**config.mk**
```make
export PLATFORM = sky130hd
export DESIGN_NAME = activation_scheduler
export DESIGN_NICKNAME = d
export VERILOG_FILES = /design/src/rtl/act_pkg.sv /design/src/rtl/rr_arbiter.sv /design/src/rtl/activation_scheduler.sv
export SDC_FILE = /design/constraint.sdc
export NUM_CORES = 1
export LEC_CHECK = 0
export CAP_MARGIN = 15
export CORE_MARGIN = 1.5
export CORE_UTILIZATION = 42
export CTS_CLUSTER_DIAMETER = 50
export CTS_CLUSTER_SIZE = 28
export DETAILED_ROUTE_END_ITERATION = 8
export PLACE_DENSITY = 0.74
export REMOVE_ABC_BUFFERS = 1
export SLEW_MARGIN = 15
export SYNTH_ARGS = -nofsm -noshare
export SYNTH_HDL_FRONTEND = slang
export SYNTH_HIERARCHICAL = 1
export SYNTH_SLANG_ARGS = --single-unit
```
**constraint.sdc**
```tcl
create_clock -name clk -period 3.57 [get_ports clk]
set_input_delay 0.5355 -clock clk [delete_from_list [all_inputs] [get_ports clk]]
set_output_delay 0.5355 -clock clk [all_outputs]
set_load 0.005 [all_outputs]
```
**src/rtl/act_pkg.sv**
```systemverilog
// rtl/act_pkg.sv - shared encodings and FSM state type for the activation scheduler
package act_pkg;

    localparam int FUNC_W = 2;

    localparam logic [FUNC_W-1:0] FUNC_SIGMOID = 2'd0;
    localparam logic [FUNC_W-1:0] FUNC_RELU    = 2'd1;
    localparam logic [FUNC_W-1:0] FUNC_TANH    = 2'd2;
    localparam logic [FUNC_W-1:0] FUNC_PASS    = 2'd3;

    typedef enum logic [1:0] {
        ST_IDLE  = 2'd0,
        ST_ISSUE = 2'd1,
        ST_DRAIN = 2'd2,
        ST_DONE  = 2'd3
    } state_t;

endpackage

```
**src/rtl/rr_arbiter.sv**
```systemverilog
// rtl/rr_arbiter.sv - combinational round-robin arbiter, search starts at ptr_i and wraps
module rr_arbiter
    import act_pkg::*;
#(
    parameter  int NUM_REQ = 4,
    localparam int IDX_W   = $clog2(NUM_REQ)
) (
    input  logic [NUM_REQ-1:0] req_i,
    input  logic [IDX_W-1:0]   ptr_i,
    output logic [NUM_REQ-1:0] grant_o,
    output logic [IDX_W-1:0]   grant_idx_o,
    output logic               any_grant_o
);

    function automatic logic [IDX_W-1:0] wrap_idx(input logic [IDX_W-1:0] ptr, input int off);
        return IDX_W'((int'(ptr) + off) % NUM_REQ);
    endfunction

    always_comb begin
        grant_o     = '0;
        grant_idx_o = '0;
        any_grant_o = 1'b0;
        for (int off = 0; off < NUM_REQ; off++) begin
            if (!any_grant_o && req_i[wrap_idx(ptr_i, off)]) begin
                any_grant_o                      = 1'b1;
                grant_idx_o                      = wrap_idx(ptr_i, off);
                grant_o[wrap_idx(ptr_i, off)]    = 1'b1;
            end
        end
    end

endmodule

```
**src/rtl/activation_scheduler.sv**
```systemverilog
// rtl/activation_scheduler.sv - shares one element-serial activation datapath among requesters
module activation_scheduler
    import act_pkg::*;
#(
    parameter int NUM_REQ  = 4,
    parameter int ADDR_W   = 10,
    parameter int LEN_W    = 8,
    parameter int FUNC_W   = act_pkg::FUNC_W,
    parameter int PIPE_LAT = 2
) (
    input  logic                      clk,
    input  logic                      reset,
    input  logic [NUM_REQ-1:0]        req_valid,
    input  logic [NUM_REQ*FUNC_W-1:0] req_func,
    input  logic [NUM_REQ*ADDR_W-1:0] req_base,
    input  logic [NUM_REQ*LEN_W-1:0]  req_len,
    output logic [NUM_REQ-1:0]        req_ready,
    output logic [NUM_REQ-1:0]        job_done,
    output logic                      busy,
    input  logic                      stall,
    output logic [FUNC_W-1:0]         act_func,
    output logic                      src_rd_en,
    output logic [ADDR_W-1:0]         src_rd_addr,
    output logic                      dst_wr_en,
    output logic [ADDR_W-1:0]         dst_wr_addr
);

    localparam int IDX_W = $clog2(NUM_REQ);

    state_t               state_q, state_d;
    logic [IDX_W-1:0]     ptr_q, gidx_q, ptr_nxt;
    logic [FUNC_W-1:0]    func_q;
    logic [ADDR_W-1:0]    base_q;
    logic [LEN_W-1:0]     len_q, idx_q;
    logic [PIPE_LAT-1:0]  dl_v_q;
    logic [ADDR_W-1:0]    dl_a_q [PIPE_LAT];

    logic [NUM_REQ-1:0]   arb_grant;
    logic [IDX_W-1:0]     arb_idx;
    logic                 arb_any;

    logic                 accept, rd_en, last_issue, pending;
    logic [ADDR_W-1:0]    rd_addr;
    logic [FUNC_W-1:0]    sel_func;
    logic [ADDR_W-1:0]    sel_base;
    logic [LEN_W-1:0]     sel_len;
    logic [PIPE_LAT-1:0]  dl_head;

    rr_arbiter #(.NUM_REQ(NUM_REQ)) u_arb (
        .req_i       (req_valid),
        .ptr_i       (ptr_q),
        .grant_o     (arb_grant),
        .grant_idx_o (arb_idx),
        .any_grant_o (arb_any)
    );

    assign sel_func   = req_func[arb_idx*FUNC_W +: FUNC_W];
    assign sel_base   = req_base[arb_idx*ADDR_W +: ADDR_W];
    assign sel_len    = req_len[arb_idx*LEN_W +: LEN_W];

    assign accept     = (state_q == ST_IDLE) && arb_any;
    assign rd_en      = (state_q == ST_ISSUE) && !stall;
    assign last_issue = rd_en && (idx_q == len_q - LEN_W'(1));
    assign rd_addr    = base_q + ADDR_W'(idx_q);
    assign ptr_nxt    = (gidx_q == IDX_W'(NUM_REQ - 1)) ? '0 : gidx_q + IDX_W'(1);

    // The tail entry is being written this cycle, so only earlier stages keep DRAIN alive.
    always_comb begin
        dl_head               = dl_v_q;
        dl_head[PIPE_LAT-1]   = 1'b0;
    end
    assign pending = |dl_head;

    always_comb begin
        state_d = state_q;
        case (state_q)
            ST_IDLE:  if (arb_any) state_d = (sel_len == '0) ? ST_DONE : ST_ISSUE;
            ST_ISSUE: if (last_issue) state_d = ST_DRAIN;
            ST_DRAIN: if (!pending) state_d = ST_DONE;
            ST_DONE:  state_d = ST_IDLE;
            default:  state_d = ST_IDLE;
        endcase
    end

    always_ff @(posedge clk) begin
        if (reset) begin
            state_q <= ST_IDLE;
            ptr_q   <= '0;
            gidx_q  <= '0;
            func_q  <= '0;
            base_q  <= '0;
            len_q   <= '0;
            idx_q   <= '0;
            dl_v_q  <= '0;
            for (int i = 0; i < PIPE_LAT; i++) dl_a_q[i] <= '0;
        end else begin
            state_q <= state_d;
            if (accept) begin
                gidx_q <= arb_idx;
                func_q <= sel_func;
                base_q <= sel_base;
                len_q  <= sel_len;
                idx_q  <= '0;
            end else if (rd_en) begin
                idx_q  <= idx_q + LEN_W'(1);
            end
            if (state_q == ST_DONE) ptr_q <= ptr_nxt;
            dl_v_q[0] <= rd_en;
            dl_a_q[0] <= rd_en ? rd_addr : '0;
            for (int i = 1; i < PIPE_LAT; i++) begin
                dl_v_q[i] <= dl_v_q[i-1];
                dl_a_q[i] <= dl_a_q[i-1];
            end
        end
    end

    assign req_ready   = (state_q == ST_IDLE && !reset) ? arb_grant : '0;
    assign job_done    = (state_q == ST_DONE) ? (NUM_REQ'(1) << gidx_q) : '0;
    assign busy        = (state_q != ST_IDLE);
    assign act_func    = func_q;
    assign src_rd_en   = rd_en;
    assign src_rd_addr = rd_en ? rd_addr : '0;
    assign dst_wr_en   = dl_v_q[PIPE_LAT-1];
    assign dst_wr_addr = dl_a_q[PIPE_LAT-1];

endmodule

```
Yosys cells after proc, flatten, opt, wreduce, memory -nomap -nowiden. Memories as Yosys holds them, arrays and structs flattened. Index checks and enable logic that the tools add are counted.

Output and inout bits: 33. RAM bits: 20. Input bits: 87. Logic and storage cells: 105. Memories kept: 1. Register bits: 36.

Reductions and logical operators: 21. Mux-type cells: 42. Shift-type cells: 4. Multiply operators: 1. Magnitude comparators: 8. Eq/ne operators: 8. Bitwise gates (word level): 5. $add $sub $neg: 7.

Memories: dl_a_q (words 2, bits a word 10, rd ports 2, clocked after Yosys merged registers in 0, write ports 2, line activation_scheduler.sv:36) `logic [ADDR_W-1:0] dl_a_q [PIPE_LAT];`.

Operator list (count): 40-bit by 7-bit indexed part select with 10-bit output (1); 32-bit by 6-bit indexed part select with 8-bit output (1); 10-bit 2-to-1 mux (3); 4-bit 2-to-1 mux (6); 2-bit 2-to-1 mux (9); 1-bit 2-to-1 mux (15); 2-bit by 3-bit less-than comparator with 1-bit output (second input constant) (4); 4-bit OR (3); 1-bit logical AND (11); 10-bit by 8-bit adder with 10-bit output (1); 8-bit by 1-bit adder with 8-bit output (second input constant) (1); 1-bit binary-select mux with 2-bit select (4); 1-bit demux with 2-bit select (4); 8-bit == test (1); 2-bit by 1-bit >= comparator with 1-bit output (second input constant) (4); 8-bit logical NOT (1); 2-bit case mux with 4 select lines (1); 8-bit by 4-bit indexed part select with 2-bit output (1); 8-bit by 1-bit subtractor with 8-bit output (second input constant) (1); 2-bit == test (second input constant) (3); 2-bit != test (second input constant) (3); 1-bit logical NOT (5); 2-bit by 3-bit multiplier with 5-bit output (second input constant) (1); 2-bit by 1-bit adder with 2-bit output (second input constant) (2); 8 further kinds (10).

Depth between registers and ports, before layout. Gate-level depths: netlist of run 1.

Word-level depth: 17. Gate-level depth with buffers: 13. Mapped depth without buffers: 11.

Cells and area by module. Netlist of run 1, hierarchy kept.

By module, submodules not included: activation_scheduler (instances 1, area each 3199.3 sq um, sequential area each 1121.1 sq um, cells each 317); rr_arbiter (instances 1, area each 419.2 sq um, sequential area each 0.0 sq um, cells each 45).

Least setup slack after synthesis of run 1. Ideal clock, no wire load.

Path type: reg-to-reg. Start point: register ptr_q[0]. End point: register state_q[1]. Stages on the path, launching flop included: 14. Period minus slack after synthesis: 3415 ps. Path slack: 155 ps. Setup time: 91 ps. Path buffers: 3. Required time: 3479 ps. Arrival time: 3324 ps. Cell sequence: dfxtp_1 buf_6 inv_1 ha_1 mux4_2 buf_6 and2b_2 o21ai_0 o31ai_1 buf_2 mux4_2 nor4_1 a31oi_1 a311oi_1.

Word-level cells in the longest chain between the ends: 17. Elaborated cells between the ends (all ways): 32. Classes of those cells: add/sub (3); eq/ne (1); shift (1); mux (19); reduce/logical (8).

Ends and longest elaborated chain: start: declaration (line activation_scheduler.sv:31) `logic [IDX_W-1:0] ptr_q, gidx_q, ptr_nxt;`; start signal: assignment (line activation_scheduler.sv:107) `if (state_q == ST_DONE) ptr_q <= ptr_nxt;`; branches (longest 11 deep; another with 2-bit by 1-bit adder with 2-bit output); 2-bit 2-to-1 mux * (line rr_arbiter.sv:24) `if (!any_grant_o && req_i[wrap_idx(ptr_i, off)]) begin`; named net arb_idx[0] (line activation_scheduler.sv:39) `logic [IDX_W-1:0] arb_idx;`; 32-bit by 6-bit indexed part select with 8-bit output * (line activation_scheduler.sv:59) `assign sel_len = req_len[arb_idx*LEN_W +: LEN_W];`; 8-bit logical NOT * (line activation_scheduler.sv:77) `ST_IDLE: if (arb_any) state_d = (sel_len == '0) ? ST_DONE : ST_ISSUE;`; 2-bit 2-to-1 mux * (2 in a row) (line activation_scheduler.sv:77); 2-bit case mux with 4 select lines * (line activation_scheduler.sv:76) `case (state_q)`; end signal: assignment (line activation_scheduler.sv:97) `state_q <= state_d;`; end: declaration (line activation_scheduler.sv:30) `state_t state_q, state_d;`.

Mark *: on every way through the listed nets, which the timed path passes. The select of a mux whose other input is x is not followed. A chain may end at the register's enable or synchronous reset.

Final worst setup path of run 1.
Start point: input req_valid[1]. End point: output req_ready[2].

Word-level cells in the longest chain between the ends: 13. Elaborated cells between the ends (all ways): 25. Classes of those cells: mux (16); bitwise (3); reduce/logical (6).

Ends and longest elaborated chain: start: declaration (line activation_scheduler.sv:13) `input logic [NUM_REQ-1:0] req_valid,`; 1-bit binary-select mux with 2-bit select (line rr_arbiter.sv:24); 1-bit 2-to-1 mux (not written as such) (line rr_arbiter.sv:24); 1-bit 2-to-1 mux (line rr_arbiter.sv:24); 1-bit logical NOT (line rr_arbiter.sv:24); 1-bit logical AND (line rr_arbiter.sv:24); 1-bit 2-to-1 mux (line rr_arbiter.sv:24); 1-bit logical NOT (line rr_arbiter.sv:24); 1-bit logical AND (line rr_arbiter.sv:24); 1-bit 2-to-1 mux (line rr_arbiter.sv:24); 1-bit logical NOT (line rr_arbiter.sv:24); 1-bit logical AND (line rr_arbiter.sv:24); 4-bit 2-to-1 mux * (line rr_arbiter.sv:24); named net arb_grant[2] (line activation_scheduler.sv:38) `logic [NUM_REQ-1:0] arb_grant;`; 4-bit 2-to-1 mux * (line activation_scheduler.sv:117) `assign req_ready = (state_q == ST_IDLE && !reset) ? arb_grant : '0;`; end: declaration (line activation_scheduler.sv:17) `output logic [NUM_REQ-1:0] req_ready,`.

The timed path passes the listed nets; every way through them passes the cells marked *. The select of a mux whose other input is x is not followed.

==> flow_summary.toml, run 1 <==
[floorplan]
start_util = 0.436
dieArea_mm2 = 0.00918
die_x_um = 95.8
placementRows = 33
die_h_um = 95.8
core_area_mm2 = 0.00830
io_pins = 120

[route]
drtPass1Iterations = 4
ant_nets = 0
remaining_drc_errors = 0
num_vias = 3257
drt_iter0_drc = 101
met2WireLength_um = 4530
routed.top_layer = "met4"
wl_um = 8810
wl_met1_um = 3520
wl_met3_um = 649
wl_per_cell_um = 14.8
viasPerCell = 5.48

[cells_and_area]
stdcell_area_mm2 = 0.00513
multi_input_area_mm2 = 0.00228
drive_gt1_frac = 0.151
antennaDiodeCount = 0
areaGrowthSynthToFinish_pct = 41.8
nets = 600
fin_cells = 594
fillCellCount = 693
regArea_mm2 = 0.00112

[worst_hold_path]
hp-start = "dl_a_q[0][4]$_SDFF_PP0_"
min_to = "dl_a_q[0][14]$_SDFF_PP0_"
hp-class = "reg -> reg"
hold_depth = 1

[power_and_ir_drop]
irDropWorstVdd_mv = 0.244
p_per_area_mw_per_mm2 = 475
total_power_uw = 2440
p_leak_uw = 0.00198

[cts]
numClockSinks = 56
cts.clk_slew.worst_paths_ps = 100
postCtsSetupBuffers = 0
cts_buffers = 5
cts_max_level = 2
clockBufferDepth = 2
cts_root_buf = "clkbuf_8"
insertion_delay_ps = 310
tritoncts = "built"

[yosys]
synthCells = 362
synth_common_cells = "dfxtp_1 (56), nor2_1 (25), ha_1 (24), mux4_2 (22)"
synth_top_area_frac = 0.310
ys_ff_latch = 56
synth_edf_count = 0
syn_avg_cell_area_um2 = 10.0
synthArstFlopShare = 0
syn-cell-area_mm2 = 0.00362
synth_most_common_cell = "dfxtp_1"
synth_flop_cell = "dfxtp_1"
yosysSeqAreaShare = 0.310
synth_top_area_cell = "dfxtp_1"
synth.distinct_cells = 56
synth_area_leaders = "dfxtp_1 (31%), mux4_2 (14%), ha_1 (8.3%)"
yosys_warnings = 6

[place]
placedCellCount = 586
placed_cell_area_mm2 = 0.00502
dp.final_hpwl_um = 7220
pre_cts_slack_ps = -183
place.gp.congestion = 0.846
io_buffers = 119

[worst_setup_path]
start_kind = "primary input"
worstPathCellList = "clkdlybuf4s50_1 > mux4_2 > buf_4 > nor4b_4 > buf_4 > a22oi_1 > o21ai_0 > and2_1 > clkdlybuf4s50_1"
reg2reg_from = "ptr_q[1]$_SDFFE_PP0P_"
cp.required_ps = 3030
end_kind = "output pin"
cp.arrival_ps = 2950
critical_path.slowest_cell = "clkdlybuf4s50_1"
worstSetupStartpoint = "req_valid[1]"
path_class = "in -> out"
cp_max_fo = 9
ff2ff_path_depth = 11
max_stage_delay_ps = 520
reg2reg_to = "state_q[1]$_SDFFE_PP0P_"
rrSetupSlack_ps = 310

[sta]
fmax_mhz = 287
worst_slew_pin_slew_ps = 526
fin_crit_ps = 3480
hold_viol = 0
slew_headroom = 0.650
rsz0062_at_grt = "false"
timing.final.ws_setup_ps = 86.4
skew_ps = 13.1
finalSetupViolations = 0
hold-worst-slack_ps = 444
drv_slew = 0
period_share = 0.976

[grt]
gr-total-overflow = 0
antenna_found_initial = 0
grt_max_degree = 24
grt_pass1_wl_um = 14500
grtUsageTotal = 0.203
grt_pass1_vias = 3257

[run_status]
status = "complete, no violations"

[flow_run]
maxCapViolCount = 0
[per-stage QoR]
stage                     setup TNS (ps)   util
final                                  0  0.618
after global routing                   0  0.618
after CTS                              0  0.618
after detailed placement            -183  0.605
after global placement             -26.1  0.605
after floorplan                   -33620      -
[how the worst max path moves through the flow]
stage,end,slack (ps),cells after the start
after floorplan,state_q[1]$_SDFFE_PP0P_,-1960,9
after global placement,state_q[1]$_SDFFE_PP0P_,-30,11
after detailed placement,state_q[1]$_SDFFE_PP0P_,-180,11
after CTS,src_rd_addr[9],80,8
after global routing,req_ready[1],6,9
final,req_ready[2],90,9
[final cells by class]
type | count | share of cell area
clock buffer | 5 | 0.0134
inverter | 19 | 0.0139
multi-input combinational | 259 | 0.445
timing repair buffer | 147 | 0.279
sequential | 56 | 0.219
tap | 105 | 0.0256
clock inverter | 3 | 0.00415
[placed cells by master (no fill, tap or decap), drive strengths merged, types with 4 or more instances in the layout]
cell type / count
clkdlybuf4s50: 115
dfxtp: 56
buf: 28
nor2: 25
ha: 24
mux4: 24
inv: 19
o21ai: 18
a21oi: 15
nand2: 15
a22o: 14
xnor2: 12
and2: 12
nor2b: 12
nor3: 10
a22oi: 8
xor2: 7
nor4: 6
a21o: 5
clkbuf: 5
or3: 4
o21bai: 4
[power breakdown]
part	total, µW	internal (µW)	switching (µW)
Clock	349	140	210
Combinational	1250	677	573
Sequential	838	732	106
[repair_timing]
item	CTS	global route
pin swaps	1	1
gates cloned	0	0
setup endpoints to repair	3	5
endpoints found under the hold margin	0	0
hold buffers	0	0
gates resized for setup	5	5
[kinds of logic after synthesis]
kind of cell	after synthesis	share of synthesized area
buffers and inverters	47	0.0671
adder cells (fa/ha/maj)	25	0.0885
flip-flops	56	0.310
AO/OA/AOI/OAI	87	0.171
AND/OR/NAND/NOR	98	0.148
multiplexers	30	0.169
XOR/XNOR	19	0.0460
[routing by layer]
| metal | GRT usage | vias to the layer above |
|---|---|---|
| met5 | 0 | - |
| met4 | 0.0564 | 0 |
| met3 | 0.0395 | 13 |
| met2 | 0.387 | 127 |
| met1 | 0.226 | 1534 |
| li1 | - | 1583 |
[state kept, by name, summed over array words and instances, names as in the netlist]
register,flops
idx_q,8
len_q,8
act_func,2
base_q,10
gidx_q,2
dl_a_q,20
dl_v_q,2
state_q,2
ptr_q,2
[worst max-delay path, delay by kind of cell]
family	cells	cell delay, ps
AO/OA/AOI/OAI	2	130
AND/OR/NAND/NOR	2	410
buffers and inverters	4	1360
multiplexers	1	500
No activity file was read; power rests on OpenSTA's default activity.
==> run 2: changes to the inputs <==
- CORE_ASPECT_RATIO: unset -> 1.1
- CORE_UTILIZATION: 42 -> 43
- CTS_BUF_LIST: unset -> sky130_fd_sc_hd__clkbuf_8
- PLACE_DENSITY: 0.74 -> 0.76
- clock period: 3.57 -> 2.85 ns (I/O delays scaled with it)
==> flow_summary.toml, run 2 (synthesis gave the netlist of run 1 again) <==
[cells_and_area]
antennaDiodeCount = 0
final_common_cell = "clkdlybuf4s50_1"
nets = 647
top_register = "dl_a_q"
drive_gt1_frac = 0.291
top_regs = "dl_a_q: 20 flops, base_q: 10 flops"
most-common-layout-cells = "clkdlybuf4s50_1 (105), buf_4 (64), dfxtp_1 (50), nor2_1 (24), mux4_2 (24)"
fillCellCount = 584
post-route-util = 0.700
largest_reg_flops = 20
areaGrowthSynthToFinish_pct = 55.6
stdcell_area_mm2 = 0.00563

[worst_hold_path]
hold_depth = 1
hp-class = "reg -> reg"
hp-start = "dl_a_q[0][6]$_SDFF_PP0_"
min_to = "dl_a_q[0][16]$_SDFF_PP0_"

[power_and_ir_drop]
p_leak_uw = 0.00226
p_per_area_mw_per_mm2 = 597
pwr-share-comb = 0.546
irDropWorstVdd_mv = 0.327
p_seq_frac = 0.316
clkPwrFrac = 0.138
p_sw_frac = 0.367
p_switching_uw = 1230
intPower_uw = 2130

[run_status]
violations = "setup timing"
status = "complete, but fails checks"

[flow_run]
maxCapViolCount = 0

[worst_setup_path]
worstPathCellList = "ha_4 > fa_2 > a21o_1 > a21oi_2 > o21bai_2 > a2111oi_2 > buf_4 > nor4_2 > nor3_1 > buf_2"
ff2ff_path_depth = 12
critical_path.slowest_cell = "dfxtp_4"
start_kind = "flip-flop"
path_buf_inv = 2
cp.arrival_ps = 2620
max_stage_delay_ps = 380
cp.required_ps = 2420
path_class = "reg -> out"
path_delay_family = "compound AO/OA/AOI/OAI gates"
reg2reg_to = "state_q[1]$_SDFFE_PP0P_"
end_kind = "output pin"
reg2reg_from = "ptr_q[1]$_SDFFE_PP0P_"
rrSetupSlack_ps = -190
cp_max_fo = 2

[route]
wl_per_cell_um = 16.1
drt_iter0_drc = 134
viasPerCell = 5.39
wl_um = 10400
ant_nets = 0
drtPass1Iterations = 4
remaining_drc_errors = 0
num_vias = 3472

[grt]
grtUsageTotal = 0.229
grt_pass1_wl_um = 16700
gr-total-overflow = 0
grt_max_degree = 24
antenna_found_initial = 0
grt_pass1_vias = 3614

[floorplan]
placementRows = 34
dieArea_mm2 = 0.00898
die_x_um = 90.5
start_util = 0.450
io_pins = 120
core_area_mm2 = 0.00804
die_h_um = 99.2

[place]
place.gp.congestion = 0.899
pre_cts_slack_ps = -682
placed_cell_area_mm2 = 0.00524
dp.final_hpwl_um = 7860
io_buffers = 119

[cts]
clockBufferDepth = 2
tritoncts = "built"
cts_root_buf = "clkbuf_8"
cts_max_level = 2
numClockSinks = 56
holdBufCountCts = 0
insertion_delay_ps = 310
cts.clk_slew.worst_paths_ps = 100
cts_buffers = 5

[sta]
worst_slew_pin_slew_ps = 541
fin_crit_ps = 3050
slew_headroom = 0.638
hold_viol = 0
hold-worst-slack_ps = 444
finalSetupViolations = 6
tns_ps = -599
period_share = 1.07
skew_ps = 6.87
fmax_mhz = 328
rsz0062_at_grt = "true"
timing.final.ws_setup_ps = -198
drv_slew = 0
## run 2: worst max path at each step
stage / slack (ps) / endpoint / start / cells past startpoint
floorplan: -2680 / state_q[1]$_SDFFE_PP0P_ / ptr_q[0]$_SDFFE_PP0P_ / 9
global placement: -610 / state_q[1]$_SDFFE_PP0P_ / req_valid[2] / 11
detailed placement: -680 / state_q[1]$_SDFFE_PP0P_ / req_valid[2] / 11
CTS: -90 / state_q[1]$_SDFFE_PP0P_ / ptr_q[1]$_SDFFE_PP0P_ / 12
global route: -320 / src_rd_addr[8] / base_q[0]$_SDFFE_PP0P_ / 10
finish: -200 / src_rd_addr[8] / base_q[0]$_SDFFE_PP0P_ / 10
## run 2: routing by layer
metal / vias to the layer above / share of wire / global-route usage
li1: 1669 / - / -
met4: 0 / 0.034 / 0.0952
met3: 28 / 0.053 / 0.0443
met1: 1640 / 0.39 / 0.249
met5: - / 0 / 0
met2: 135 / 0.53 / 0.433
## run 2: cell type report
cell class	instances	area, µm²	share of cell area
multi-input cells	259	2410	0.428
repair buffers	194	1780	0.316
flip-flops and latches	56	1130	0.201
well taps	108	135	0.0240
clock buffers	6	82.6	0.0147
inverters	19	73.8	0.0131
clock inverters	2	13.8	0.00244
## run 2: what timing repair did
action                     4_1_cts  5_1_grt
setup endpoints to repair       27       23
pin swaps                       19        8
resized for setup               62       25
buffers inserted                15        7
## run 2: power groups by stage
stage | sequential [µW] | clock [µW] | combinational, µW
after floorplan | 1040 | 0 | 987
after global placement | 1060 | 0 | 1610
after global routing | 1080 | 504 | 1980
after detailed placement | 1070 | 0 | 1660
final | 1060 | 464 | 1840
after CTS | 1050 | 473 | 1760
## run 2: worst reg2reg max path, cell delays in order (launching register included)
cell,delay [ps]
dfxtp_4,400
inv_4,40
ha_4,270
mux4_2,380
nor4b_4,320
buf_4,160
nor2_2,30
a32o_2,250
buf_12,150
mux4_2,340
nor4_4,320
a31oi_1,110
a311oi_1,200
## run 2: stage by stage
| stage | power [µW] | cells |
|---|---|---|
| 2_1_floorplan | 2030 | 334 |
| 3_3_place_gp | 2680 | 616 |
| 3_5_place_dp | 2730 | 616 |
| 4_1_cts | 3280 | 639 |
| 5_1_grt | 3570 | 644 |
| 6_report | 3360 | 644 |
